===== src/rtl/irq_pkg.sv =====
// irq_pkg: shared constants and FSM state encoding for the irq_latch4 slice.
//   NUM_REQ     number of request lines
//   CODE_W      width of the binary code presented downstream
//   irq_state_e issue FSM states (ST_IDLE, ST_PRESENT)
//   code_mask   one-hot mask for a code, used to clear the accepted pending bit
package irq_pkg;

  localparam int unsigned NUM_REQ = 4;
  localparam int unsigned CODE_W  = 2;

  typedef enum logic [0:0] {
    ST_IDLE    = 1'b0,
    ST_PRESENT = 1'b1
  } irq_state_e;

  function automatic logic [NUM_REQ-1:0] code_mask(input logic [CODE_W-1:0] c);
    return NUM_REQ'(1) << c;
  endfunction

endpackage


===== src/rtl/prio_enc4.sv =====
// prio_enc4: combinational 4-input priority encoder, bit 3 highest.
//   pending  in   pending request vector
//   code     out  index of the highest set bit (0 when none set)
//   any      out  at least one bit of pending is set
module prio_enc4
  import irq_pkg::*;
(
  input  logic [NUM_REQ-1:0] pending,
  output logic [CODE_W-1:0]  code,
  output logic               any
);

  always_comb begin
    any  = |pending;
    code = '0;
    if (pending[3]) begin
      code = 2'd3;
    end else if (pending[2]) begin
      code = 2'd2;
    end else if (pending[1]) begin
      code = 2'd1;
    end else begin
      code = 2'd0;
    end
  end

endmodule


===== src/rtl/irq_latch4.sv =====
// irq_latch4: four-line rising-edge interrupt latch with prioritized,
// valid/ready-handshaked code issue and a sticky overflow flag.
//   clk       in   rising-edge clock
//   rst       in   synchronous active-high reset
//   en        in   capture and issue enable
//   req[3:0]  in   level request lines, bit 3 highest priority
//   ready     in   downstream accepts the presented code this cycle
//   valid     out  a code is presented
//   code[1:0] out  index of the presented request
//   pending   out  registered pending vector
//   overflow  out  sticky: an edge hit an already-pending bit
module irq_latch4
  import irq_pkg::*;
(
  input  logic               clk,
  input  logic               rst,
  input  logic               en,
  input  logic [NUM_REQ-1:0] req,
  input  logic               ready,
  output logic               valid,
  output logic [CODE_W-1:0]  code,
  output logic [NUM_REQ-1:0] pending,
  output logic               overflow
);

  irq_state_e         state_q;
  logic [NUM_REQ-1:0] req_q;
  logic [NUM_REQ-1:0] pending_q;
  logic [NUM_REQ-1:0] pending_d;
  logic [CODE_W-1:0]  code_q;
  logic               valid_q;
  logic               overflow_q;

  logic [NUM_REQ-1:0] rise;
  logic [NUM_REQ-1:0] set_mask;
  logic [NUM_REQ-1:0] clr_mask;
  logic               accept;
  logic               lost;
  logic [CODE_W-1:0]  enc_code;
  logic               enc_any;

  prio_enc4 u_prio_enc4 (
    .pending (pending_q),
    .code    (enc_code),
    .any     (enc_any)
  );

  always_comb begin
    rise     = req & ~req_q;
    // Edges seen while disabled are dropped; req_q still tracks the line.
    set_mask = en ? rise : '0;
    accept   = (state_q == ST_PRESENT) && ready;
    clr_mask = accept ? code_mask(code_q) : '0;
    // Set is applied after clear, so a same-cycle re-edge keeps the bit.
    pending_d = (pending_q & ~clr_mask) | set_mask;
    lost      = |(set_mask & pending_q & ~clr_mask);
  end

  always_ff @(posedge clk) begin
    if (rst) begin
      state_q    <= ST_IDLE;
      req_q      <= '0;
      pending_q  <= '0;
      code_q     <= '0;
      valid_q    <= 1'b0;
      overflow_q <= 1'b0;
    end else begin
      req_q     <= req;
      pending_q <= pending_d;
      if (lost) begin
        overflow_q <= 1'b1;
      end
      unique case (state_q)
        ST_IDLE: begin
          // Selection uses the registered vector, so a capture at edge k
          // is presented at edge k+1 at the earliest.
          if (en && enc_any) begin
            code_q  <= enc_code;
            valid_q <= 1'b1;
            state_q <= ST_PRESENT;
          end
        end
        ST_PRESENT: begin
          // Code is frozen until accepted, regardless of en or new pending.
          if (ready) begin
            valid_q <= 1'b0;
            state_q <= ST_IDLE;
          end
        end
        default: begin
          valid_q <= 1'b0;
          state_q <= ST_IDLE;
        end
      endcase
    end
  end

  assign valid    = valid_q;
  assign code     = code_q;
  assign pending  = pending_q;
  assign overflow = overflow_q;

endmodule


===== config.mk =====
export PLATFORM = sky130hd
export DESIGN_NAME = irq_latch4
export DESIGN_NICKNAME = d
export VERILOG_FILES = /design/src/rtl/irq_pkg.sv /design/src/rtl/prio_enc4.sv /design/src/rtl/irq_latch4.sv
export SDC_FILE = /design/constraint.sdc
export NUM_CORES = 1
export LEC_CHECK = 0
export CORE_AREA = 5 5 42 44
export DETAILED_ROUTE_END_ITERATION = 12
export DIE_AREA = 0 0 47 49
export PLACE_DENSITY = 0.81
export SLEW_MARGIN = 40
export SYNTH_ARGS = -nofsm -noshare
export SYNTH_HDL_FRONTEND = slang
export SYNTH_SLANG_ARGS = --single-unit

===== constraint.sdc =====
create_clock -name clk -period 3.4 [get_ports clk]
set_clock_uncertainty 0.2 [all_clocks]
set_input_delay 0.68 -clock clk [delete_from_list [all_inputs] [get_ports clk]]
set_output_delay 0.68 -clock clk [all_outputs]
set_load 0.005 [all_outputs]

==> flow_summary.rst, run 1 <==
.. list-table::
   :header-rows: 1

   * - Metric
     - Value
   * - Peak supply drop
     - 0.255 mV
   * - Ratio of routed vias to standard cells
     - 5.36
   * - Vertical die dimension
     - 49 um
   * - Ordered cell list for the critical path
     - clkdlybuf4s50_1
   * - Avg Inst Size Synth
     - between 9 and 10 sq um
   * - Number of levels the H-tree was split into
     - 1
   * - Post-CTS Hold Buffers
     - 0
   * - Placed wire-length estimate
     - 881 um
   * - Post-route insts no fill
     - 91
   * - TritonCTS clock tree
     - built
   * - Fmax
     - 468 MHz
   * - Number of placed I/O pins
     - 16
   * - Antenna violations before repair
     - 0
   * - Seq/Total Area, Yosys
     - about 48%
   * - Area of the mapped netlist
     - 541 sq um
   * - Root buf cell
     - clkbuf_4
   * - Maximum clock insertion buffer count
     - 2
   * - Combined area of the multi-input logic cells
     - 265 sq um
   * - DIE WIDTH
     - 47 um
   * - Area used by sequential logic in the layout
     - ~260 sq um
   * - Slowest Stage Delay on Critical Path
     - 540 ps
   * - Total negative setup slack
     - 0 ps
   * - Synth unique cells
     - 22
   * - Setup-violating endpoint count in the final report
     - 0
   * - Critical path buffer and inverter count
     - 1
   * - Leading cell types by count after synthesis
     - dfxtp_1, nor2b_1, a21oi_1
   * - # placed instances
     - 87
   * - Count of pins over their slew limit
     - 0
   * - Post-Synthesis Cells
     - 57
   * - Post-Syn Nets
     - 65
   * - Routability congestion estimate from global placement
     - approximately 0.75
   * - Data required time at the worst endpoint
     - 2520 ps
   * - Filler cells
     - 136
   * - Floorplan die area
     - 0.00230 sq mm
   * - Crit path arrival time
     - 1250 ps
   * - Row count
     - 14
   * - Hold crit path type
     - register to register
   * - Post-synthesis async set-or-reset flop share
     - 0%
   * - Final critical-path required period
     - 2130 ps
   * - Synth Register Bits
     - 13
   * - Final Cycle Share
     - between 60% and 70%
   * - Cell family contributing the most delay on the critical path
     - buffers and inverters
   * - Input/output buffers
     - 15
   * - Status
     - finished, final reports clean
   * - Initial drt markers
     - 9
   * - CP max stage cell
     - clkdlybuf4s50_1
   * - Post-layout nets
     - 84
   * - Clock insertion delay at the later pin of the skew report
     - roughly 280 ps
   * - Critical Path Start Type
     - register
   * - Total of warnings raised by yosys
     - 0
   * - Maximum fanout count along the critical path
     - 6
   * - Most area-hungry cell type in the Yosys netlist
     - dfxtp_1
   * - Post-synth top area share
     - 48.1%
   * - Leakage
     - 0.253 nW
   * - Most area-consuming cells after synthesis
     - dfxtp_1, nor2b_1, nand2b_1
   * - DRT Wirelength
     - 1150 um
   * - Number of global-route vias before repair
     - 469
   * - Total CTS buffers
     - 3
   * - Wire length per cell after detailed routing
     - 12.7 um
   * - Clock-pin slew on the worst setup and hold paths
     - roughly 80 ps
   * - Measured slew at the worst slew-check pin
     - between 400 and 500 ps
   * - Areal power density over the cells
     - 442 mW/mm^2
   * - CP Class
     - register to output port
   * - Post-CTS setup-driven buffer insertion count
     - 0
   * - All-layer global routing usage
     - 11.7%
   * - Detailed-router iteration count before antenna repair
     - 2
   * - Unrepaired setup endpoints after global routing
     - false
   * - Initial core utilization
     - 38.6%
   * - Total congestion overflow after global routing
     - 0
   * - Area added between synthesis and finish
     - 35.6%
   * - Proportion of layout cells with a drive suffix above 1
     - 6.67%
   * - Count of unresolved DRC violations after routing
     - 0
   * - Vias after detailed routing
     - 488
   * - Largest net degree at the start of global routing
     - 14
   * - Clock sink total
     - 13
   * - Number of synthesized flops with an enable pin
     - 0
   * - Core Box Area
     - 0.00140 sq mm
   * - Max_cap viols
     - 0
   * - Leading cell type by number of instances after synthesis
     - dfxtp_1
   * - Main flop type after synthesis
     - dfxtp_1
   * - Count of final hold-check violations
     - 0
   * - Worst Hold Margin
     - 268 ps
   * - Antenna diodes
     - 0
   * - Post-cts gate resize count
     - 0
   * - First-pass GRT wire length
     - 1930 um
   * - Remaining number of nets flagged by the antenna check after routing
     - 0
   * - Kind of end point of the critical path
     - output port
   * - Slew headroom
     - 68.2%
sequential cells by signal (all words and copies together) (netlist names):
signal and cells:
pending 4, req_q 4, code 2, overflow 1, state_q 1, valid 1
routing by layer:
metal	wire length, um	global-route usage, %
met1	495	12.9
met2	565	18.1
met3	58	2.58
met4	33	9.68
met5	0	0
worst paths after layout:
path | startpoint | depth (start not counted) | slack, ps | endpoint
worst min-delay path | valid$_SDFFE_PP0P_ | 2 | 270 | valid$_SDFFE_PP0P_
worst max register to register | code[0]$_SDFFE_PP0P_ | 3 | 2050 | overflow$_SDFFE_PP0P_
worst min register to register | valid$_SDFFE_PP0P_ | 2 | 270 | valid$_SDFFE_PP0P_
worst max-delay path | pending[3]$_SDFF_PP0_ | 1 | 1270 | pending[3]
area by class of cell:
class | count | area share, %
clock buffers | 4 | 3.58
inverters | 3 | 1.54
multi-input cells | 40 | 36.2
flip-flops and latches | 13 | 35.5
well taps | 16 | 2.73
repair buffers | 15 | 20.5
worst register-to-register path, cell delays in order, from the launching register on:
cell and delay [ps]:
dfxtp_1 420, and4b_1 230, o31a_1 290, a41oi_2 130
logic make-up after synthesis:
group           Yosys count  synth area share (%)
flops                    13                  48.1
simple gates             25                  29.9
buf+inv                   4                  2.78
compound gates           15                  19.2
power breakdown:
part	total (mW)	internal, mW	switching, mW
registers	0.174	0.163	0.0110
clock network	0.0959	0.0455	0.0504
logic	0.0538	0.0334	0.0204
total	0.324	0.242	0.0818
per-stage QoR:
stage	total power, mW	util, %	instance area (sq um)	setup slack, ps
2_1_floorplan	0.201	-	541	1890
3_3_place_gp	0.231	50.4	707	1270
3_5_place_dp	0.232	50.4	707	1230
4_1_cts	0.326	52.3	733	1250
5_1_grt	0.341	52.3	733	1180
6_report	0.324	52.3	733	1270
layout by cell type (no fill, tap or decap), drive strengths merged:
| master | instances |
|---|---|
| clkdlybuf4s50 | 15 |
| dfxtp | 13 |
| nor2b | 7 |
| a21oi | 6 |
| nand2b | 5 |
| clkbuf | 4 |
| nand2 | 3 |
| o21ai | 3 |
| inv | 3 |
| nand4 | 2 |
| nor2 | 2 |
| and4b | 1 |
| nand3b | 1 |
| nor4 | 1 |
| a22oi | 1 |
| o31a | 1 |
| o2111ai | 1 |
| nand4bb | 1 |
| and3b | 1 |
| nand3 | 1 |
| a41oi | 1 |
| a2111oi | 1 |
| a211oi | 1 |
(Power assumes the default switching activity.)
==> inputs of run 2 (changes only) <==
- CORE_AREA: 5 5 42 44 -> not set
- CORE_MARGIN: not set -> 5
- CORE_UTILIZATION: not set -> 39
- DIE_AREA: 0 0 47 49 -> not set
- PLACE_DENSITY: 0.81 -> 0.82
- clock period: 3.4 -> 1.93 ns (I/O delays scaled with it)
==> run 2 against run 1 <==
  * Register-to-register slack worse by 1500 ps
  * Largest cell class unchanged
  * Global-route usage grew 0.32 points
  * First-iteration DRC count rose by 11%
  * Highest routed layer unchanged
==> flow_summary.rst, run 2 (synthesis gave the netlist of run 1 again) <==
.. list-table::
   :header-rows: 1

   * - Metric
     - Value
   * - Ordered cell list for the critical path
     - clkdlybuf4s50_1
   * - Post-route insts no fill
     - 91 (unchanged)
   * - Critical Path Start Type
     - register
   * - Initial drt markers
     - 10 (+1)
   * - Unrepaired setup endpoints after global routing
     - false
   * - Count of pins over their slew limit
     - 0 (unchanged)
   * - Peak supply drop
     - 0.398 mV (+56%)
   * - Number of levels the H-tree was split into
     - 1 (unchanged)
   * - Vias after detailed routing
     - 493 (+1.0%)
   * - All-layer global routing usage
     - 12.1% (+0.32 points)
   * - Root buf cell
     - clkbuf_4
   * - Kind of end point of the critical path
     - output port
   * - Setup-violating endpoint count in the final report
     - 0 (unchanged)
   * - Total CTS buffers
     - 3 (unchanged)
   * - Status
     - finished, final reports clean
   * - Total congestion overflow after global routing
     - 0 (unchanged)
   * - # placed instances
     - 87 (unchanged)
   * - DIE WIDTH
     - 47.2 um (+0.49%)
   * - Clock sink total
     - 13 (unchanged)
   * - Final critical-path required period
     - 1880 ps
   * - Measured slew at the worst slew-check pin
     - 505 ps (+30.4 ps)
   * - Antenna diodes
     - 0 (unchanged)
   * - Setup slack at placement
     - 114 ps (-1120 ps)
   * - Placed wire-length estimate
     - 857 um (-2.6%)
   * - First-pass GRT wire length
     - 1860 um (-3.2%)
   * - Remaining number of nets flagged by the antenna check after routing
     - 0 (unchanged)
   * - Slowest Stage Delay on Critical Path
     - 560 ps (+20 ps)
   * - Clock insertion delay at the later pin of the skew report
     - 280 ps (about the same)
   * - Row count
     - 13 (-1)
   * - Worst Hold Margin
     - 273 ps (+5.42 ps)
   * - Post-layout nets
     - 85 (+1.2%)
   * - Number of placed I/O pins
     - 16 (unchanged)
   * - Max_cap viols
     - 0 (unchanged)
   * - Hold crit path type
     - register to register
   * - Ratio of routed vias to standard cells
     - 5.42 (+1.0%)
   * - Final Cycle Share
     - a little under 100%
   * - Area added between synthesis and finish
     - 37.0%
   * - Count of unresolved DRC violations after routing
     - 0 (unchanged)
   * - Post-CTS Hold Buffers
     - 0 (unchanged)
   * - Cell family contributing the most delay on the critical path
     - buffers and inverters
   * - Fmax
     - 531 MHz
   * - CP max stage cell
     - clkdlybuf4s50_1
   * - Floorplan die area
     - 0.00223 sq mm (-3.1%)
   * - Number of global-route vias before repair
     - 459 (-2.1%)
   * - Wire length per cell after detailed routing
     - 12.8 um (+1.4%)
   * - Vertical die dimension
     - 47.2 um (-3.6%)
   * - Clock-pin slew on the worst setup and hold paths
     - 90 ps (about the same)
   * - Proportion of layout cells with a drive suffix above 1
     - 9.21% (+2.5 points)
   * - DRT Wirelength
     - 1170 um (+1.4%)
   * - TritonCTS clock tree
     - built
   * - CP Class
     - register to output port
   * - Maximum clock insertion buffer count
     - 2 (unchanged)
   * - Data required time at the worst endpoint
     - 1340 ps (-1180 ps)
   * - Final Total Pwr
     - 575 uW (+78%)
   * - Post-CTS setup-driven buffer insertion count
     - 0 (unchanged)
   * - Detailed-router iteration count before antenna repair
     - 5 (+3)
   * - Critical path buffer and inverter count
     - 1 (unchanged)
   * - Post-cts gate resize count
     - 0 (unchanged)
   * - Placed cell areas
     - 713 sq um (+0.88%)
   * - Initial core utilization
     - 41.5% (+3.0 points)
   * - Crit path arrival time
     - 1300 ps (+50 ps)
   * - Routability congestion estimate from global placement
     - 0.724 (-4.0%)
   * - Areal power density over the cells
     - 777 mW/mm^2 (+76%)
   * - Slew headroom
     - 66.2% (-2.0 points)
   * - Largest net degree at the start of global routing
     - 14 (unchanged)
   * - Core Box Area
     - 0.00130 sq mm (-7.1%)
   * - Leading cell type in the layout, fill and taps excluded
     - clkdlybuf4s50_1
   * - Antenna violations before repair
     - 0 (unchanged)
   * - Maximum fanout count along the critical path
     - 6 (unchanged)
   * - Final Util
     - 56.9% (+4.6 points)
   * - Total negative setup slack
     - 0 ps (unchanged)
   * - Leakage
     - 0.261 nW (+3.0%)
   * - Commonest cells after routing, fill and taps aside
     - clkdlybuf4s50_1, dfxtp_1, nor2b_1
   * - Input/output buffers
     - 15 (unchanged)
   * - Final instance area
     - 741 sq um (+1.0%)
   * - Count of final hold-check violations
     - 0 (unchanged)
   * - Smallest setup slack after layout
     - 46.7 ps (-1220 ps)
==> run 2: layout make-up <==
type / instances / area [sq um]
Clock buffer: 3 / 22.5
Clock inverter: 1 / 5.00
Fill cell: 130 / 561
Inverter: 3 / 11.3
Multi-Input combinational cell: 40 / 265
Sequential cell: 13 / 260
Tap cell: 15 / 18.8
Timing Repair Buffer: 16 / 158
==> run 2: report_power, final <==
part	internal (mW)	leakage (nW)	switching [mW]
registers	0.288	0.107	0.0188
logic	0.0602	0.136	0.0377
clock network	0.0769	0.0177	0.0939
==> run 2: final timing paths <==
path	start	endpoint	slack, ps	cells past startpoint
max	pending[3]$_SDFF_PP0_	pending[3]	50	1
min	valid$_SDFFE_PP0P_	valid$_SDFFE_PP0P_	270	2
max reg2reg	pending[1]$_SDFF_PP0_	valid$_SDFFE_PP0P_	590	3
min reg2reg	valid$_SDFFE_PP0P_	valid$_SDFFE_PP0P_	270	2
==> run 2: layer usage <==
metal	vias to the layer above	share of wire (%)	wire [um]	global-route usage (%)
met3	6	7.2	84	3.07
met4	0	2.7	31	8.84
met1	229	45	529	15.3
met2	14	45	523	17.4
li1	244	-	-	-
met5	-	0	0	0
==> inputs of run 3 (changes only) <==
- CORE_AREA: not set -> 5 5 42 44
- CORE_MARGIN: 5 -> not set
- CORE_UTILIZATION: 39 -> not set
- CTS_CLUSTER_DIAMETER: not set -> 200
- DIE_AREA: not set -> 0 0 47 49
- PLACE_DENSITY: 0.82 -> 0.81
- clock period: 1.93 -> 1.8 ns (I/O delays scaled with it)
==> run 3 against run 2 <==
  * Final area did not move
  * Worst hold slack worse by 4.1 ps
  * Combinational power increased by 5%
  * Non-clock buffer count shrank 1
  * Sequential cell count unchanged
  * Setup slack better by 15 ps
  * Die area is 3.2% higher
  * Via count unchanged
  * First-iteration DRC count unchanged
  * Largest power group unchanged
  * Highest routed layer unchanged
==> flow_summary.rst, run 3 (synthesis gave the netlist of run 1 again) <==
.. list-table::
   :header-rows: 1

   * - Metric
     - Value
   * - Number of global-route vias before repair
     - 473 (+3.1%)
   * - DIE WIDTH
     - 47 um (-0.49%)
   * - First-pass GRT wire length
     - 1860 um (-0.38%)
   * - GRT Max-Usage Layer
     - met2
   * - Placed wire-length estimate
     - 886 um (+3.4%)
   * - Commonest cells after routing, fill and taps aside
     - clkdlybuf4s50_1, nor2b_1, dfxtp_1
   * - Max_cap viols
     - 0 (unchanged)
   * - TritonCTS clock tree
     - built
   * - Global routing usage on met1
     - 11.4% (-3.9 points)
   * - Total congestion overflow after global routing
     - 0 (unchanged)
   * - Area added between synthesis and finish
     - 37.0% (unchanged)
   * - Slew headroom
     - 68.3% (+2.1 points)
   * - Global routing met3 resource utilization
     - 2.58% (-0.48 points)
   * - Input/output buffers
     - 15 (unchanged)
   * - Status
     - finished, final reports clean
   * - Antenna violations before repair
     - 0 (unchanged)
   * - Remaining number of nets flagged by the antenna check after routing
     - 0 (unchanged)
   * - Total negative setup slack
     - 0 ps (unchanged)
   * - Launching point of the worst reg2reg path
     - state_q$_SDFF_PP0_
   * - Maximum clock insertion buffer count
     - 2 (unchanged)
   * - Initial drt markers
     - 10 (unchanged)
   * - Final Cycle Share
     - 96.6%
   * - Cell family contributing the most delay on the critical path
     - buffers and inverters
   * - Ratio of routed vias to standard cells
     - 5.42 (unchanged)
   * - Leading cell type in the layout, fill and taps excluded
     - clkdlybuf4s50_1
   * - Vias after detailed routing
     - 493 (unchanged)
   * - Slowest Stage Delay on Critical Path
     - 520 ps (-40 ps)
   * - Fmax
     - 575 MHz
   * - Worst Hold Margin
     - 269 ps (-4.09 ps)
   * - Met2 Track Usage GR
     - 18.6% (+1.2 points)
   * - Ordered cell list for the critical path
     - clkdlybuf4s50_1
   * - Final critical-path required period
     - between 1500 and 2000 ps
   * - Initial core utilization
     - 38.6% (-3.0 points)
   * - Critical path buffer and inverter count
     - 1 (unchanged)
   * - Antenna diodes
     - 0 (unchanged)
   * - Row count
     - 14 (+1)
   * - Proportion of layout cells with a drive suffix above 1
     - 14.7% (+5.5 points)
   * - Core Box Area
     - 0.00140 sq mm (+7.7%)
   * - Setup-violating endpoint count in the final report
     - 0 (unchanged)
   * - Clock-pin slew on the worst setup and hold paths
     - 70 ps (-20 ps)
   * - R2r setup slk
     - 420 ps (-170 ps)
   * - Peak supply drop
     - 0.473 mV (+19%)
   * - Unrepaired setup endpoints after global routing
     - false
   * - Maximum fanout count along the critical path
     - 6 (unchanged)
   * - Leakage
     - 0.256 nW (-2.0%)
   * - Areal power density over the cells
     - 826 mW/mm^2 (+6.4%)
   * - Filler cells
     - 136 (+4.6%)
   * - Kind of end point of the critical path
     - output port
   * - Critical Path Start Type
     - register
   * - Number of levels the H-tree was split into
     - 1 (unchanged)
   * - Launching instance or port of the critical path
     - pending[3]$_SDFF_PP0_
   * - Clock insertion delay at the later pin of the skew report
     - 270 ps (about the same)
   * - Count of pins over their slew limit
     - 0 (unchanged)
   * - Count of final hold-check violations
     - 0 (unchanged)
   * - Detailed-router iteration count before antenna repair
     - 4 (-1)
   * - Wire length per cell after detailed routing
     - 13.1 um (+2.3%)
   * - Number of placed I/O pins
     - 16 (unchanged)
   * - Count of unresolved DRC violations after routing
     - 0 (unchanged)
   * - Floorplan die area
     - 0.00230 sq mm (+3.2%)
   * - All-layer global routing usage
     - 10.8% (-1.2 points)
   * - Hold crit path type
     - register to register
   * - Post-CTS Hold Buffers
     - 0 (unchanged)
   * - DRT Wirelength
     - 1200 um (+2.3%)
   * - CP Class
     - register to output port
   * - Crit path arrival time
     - 1180 ps (-120 ps)
   * - Measured slew at the worst slew-check pin
     - 474 ps (-31.5 ps)
   * - Total CTS buffers
     - 3 (unchanged)
   * - Vertical die dimension
     - 49 um (+3.7%)
   * - Root buf cell
     - clkbuf_4
   * - Clock sink total
     - 13 (unchanged)
   * - Largest net degree at the start of global routing
     - 14 (unchanged)
   * - Routability congestion estimate from global placement
     - 0.755 (+4.3%)
   * - Data required time at the worst endpoint
     - 1240 ps (-100 ps)
   * - Post-layout nets
     - 84 (-1.2%)
   * - Min-delay src
     - valid$_SDFFE_PP0P_
   * - CP max stage cell
     - clkdlybuf4s50_1
[run 3: worst paths after layout]
kind | end | cells past startpoint
max | pending[3] | 1
min | valid$_SDFFE_PP0P_ | 2
max reg2reg | code[0]$_SDFFE_PP0P_ | 3
min reg2reg | valid$_SDFFE_PP0P_ | 2
[run 3: layer usage]
| layer | share of wire [%] | up-vias |
|---|---|---|
| li1 | - | 244 |
| met1 | 41 | 234 |
| met2 | 51 | 11 |
| met3 | 5.9 | 4 |
| met4 | 1.8 | 0 |
| met5 | 0 | - |
[run 3: timing repair]
item	CTS	global route
pin swaps	0	0
endpoints found under the setup margin	3	3
setup buffers	0	0
gates resized for setup	3	3
[run 3: power breakdown]
group / leakage (nW) / internal (mW) / switching [mW]
Combinational: 0.131 / 0.0633 / 0.0398
Sequential: 0.110 / 0.311 / 0.0218
Clock: 0.0150 / 0.0859 / 0.0904
[run 3: area by class of cell]
class	count	area, sq um	share of cell area, %
tap	16	20.0	2.70
sequential	13	268	36.1
timing repair buffer	15	150	20.3
multi-input combinational	40	265	35.8
clock buffer	4	26.3	3.55
inverter	3	11.3	1.52
[run 3: per-stage QoR]
step	util [%]	total power [mW]	setup slack (ps)	cells	instance area [sq um]
2_1_floorplan	-	0.380	556	57	541
3_3_place_gp	50.4	0.436	-14.4	87	707
3_5_place_dp	50.4	0.439	-53.0	87	707
4_1_cts	52.6	0.617	15.2	91	737
5_1_grt	52.9	0.643	12.2	91	741
6_report	52.9	0.612	61.3	91	741
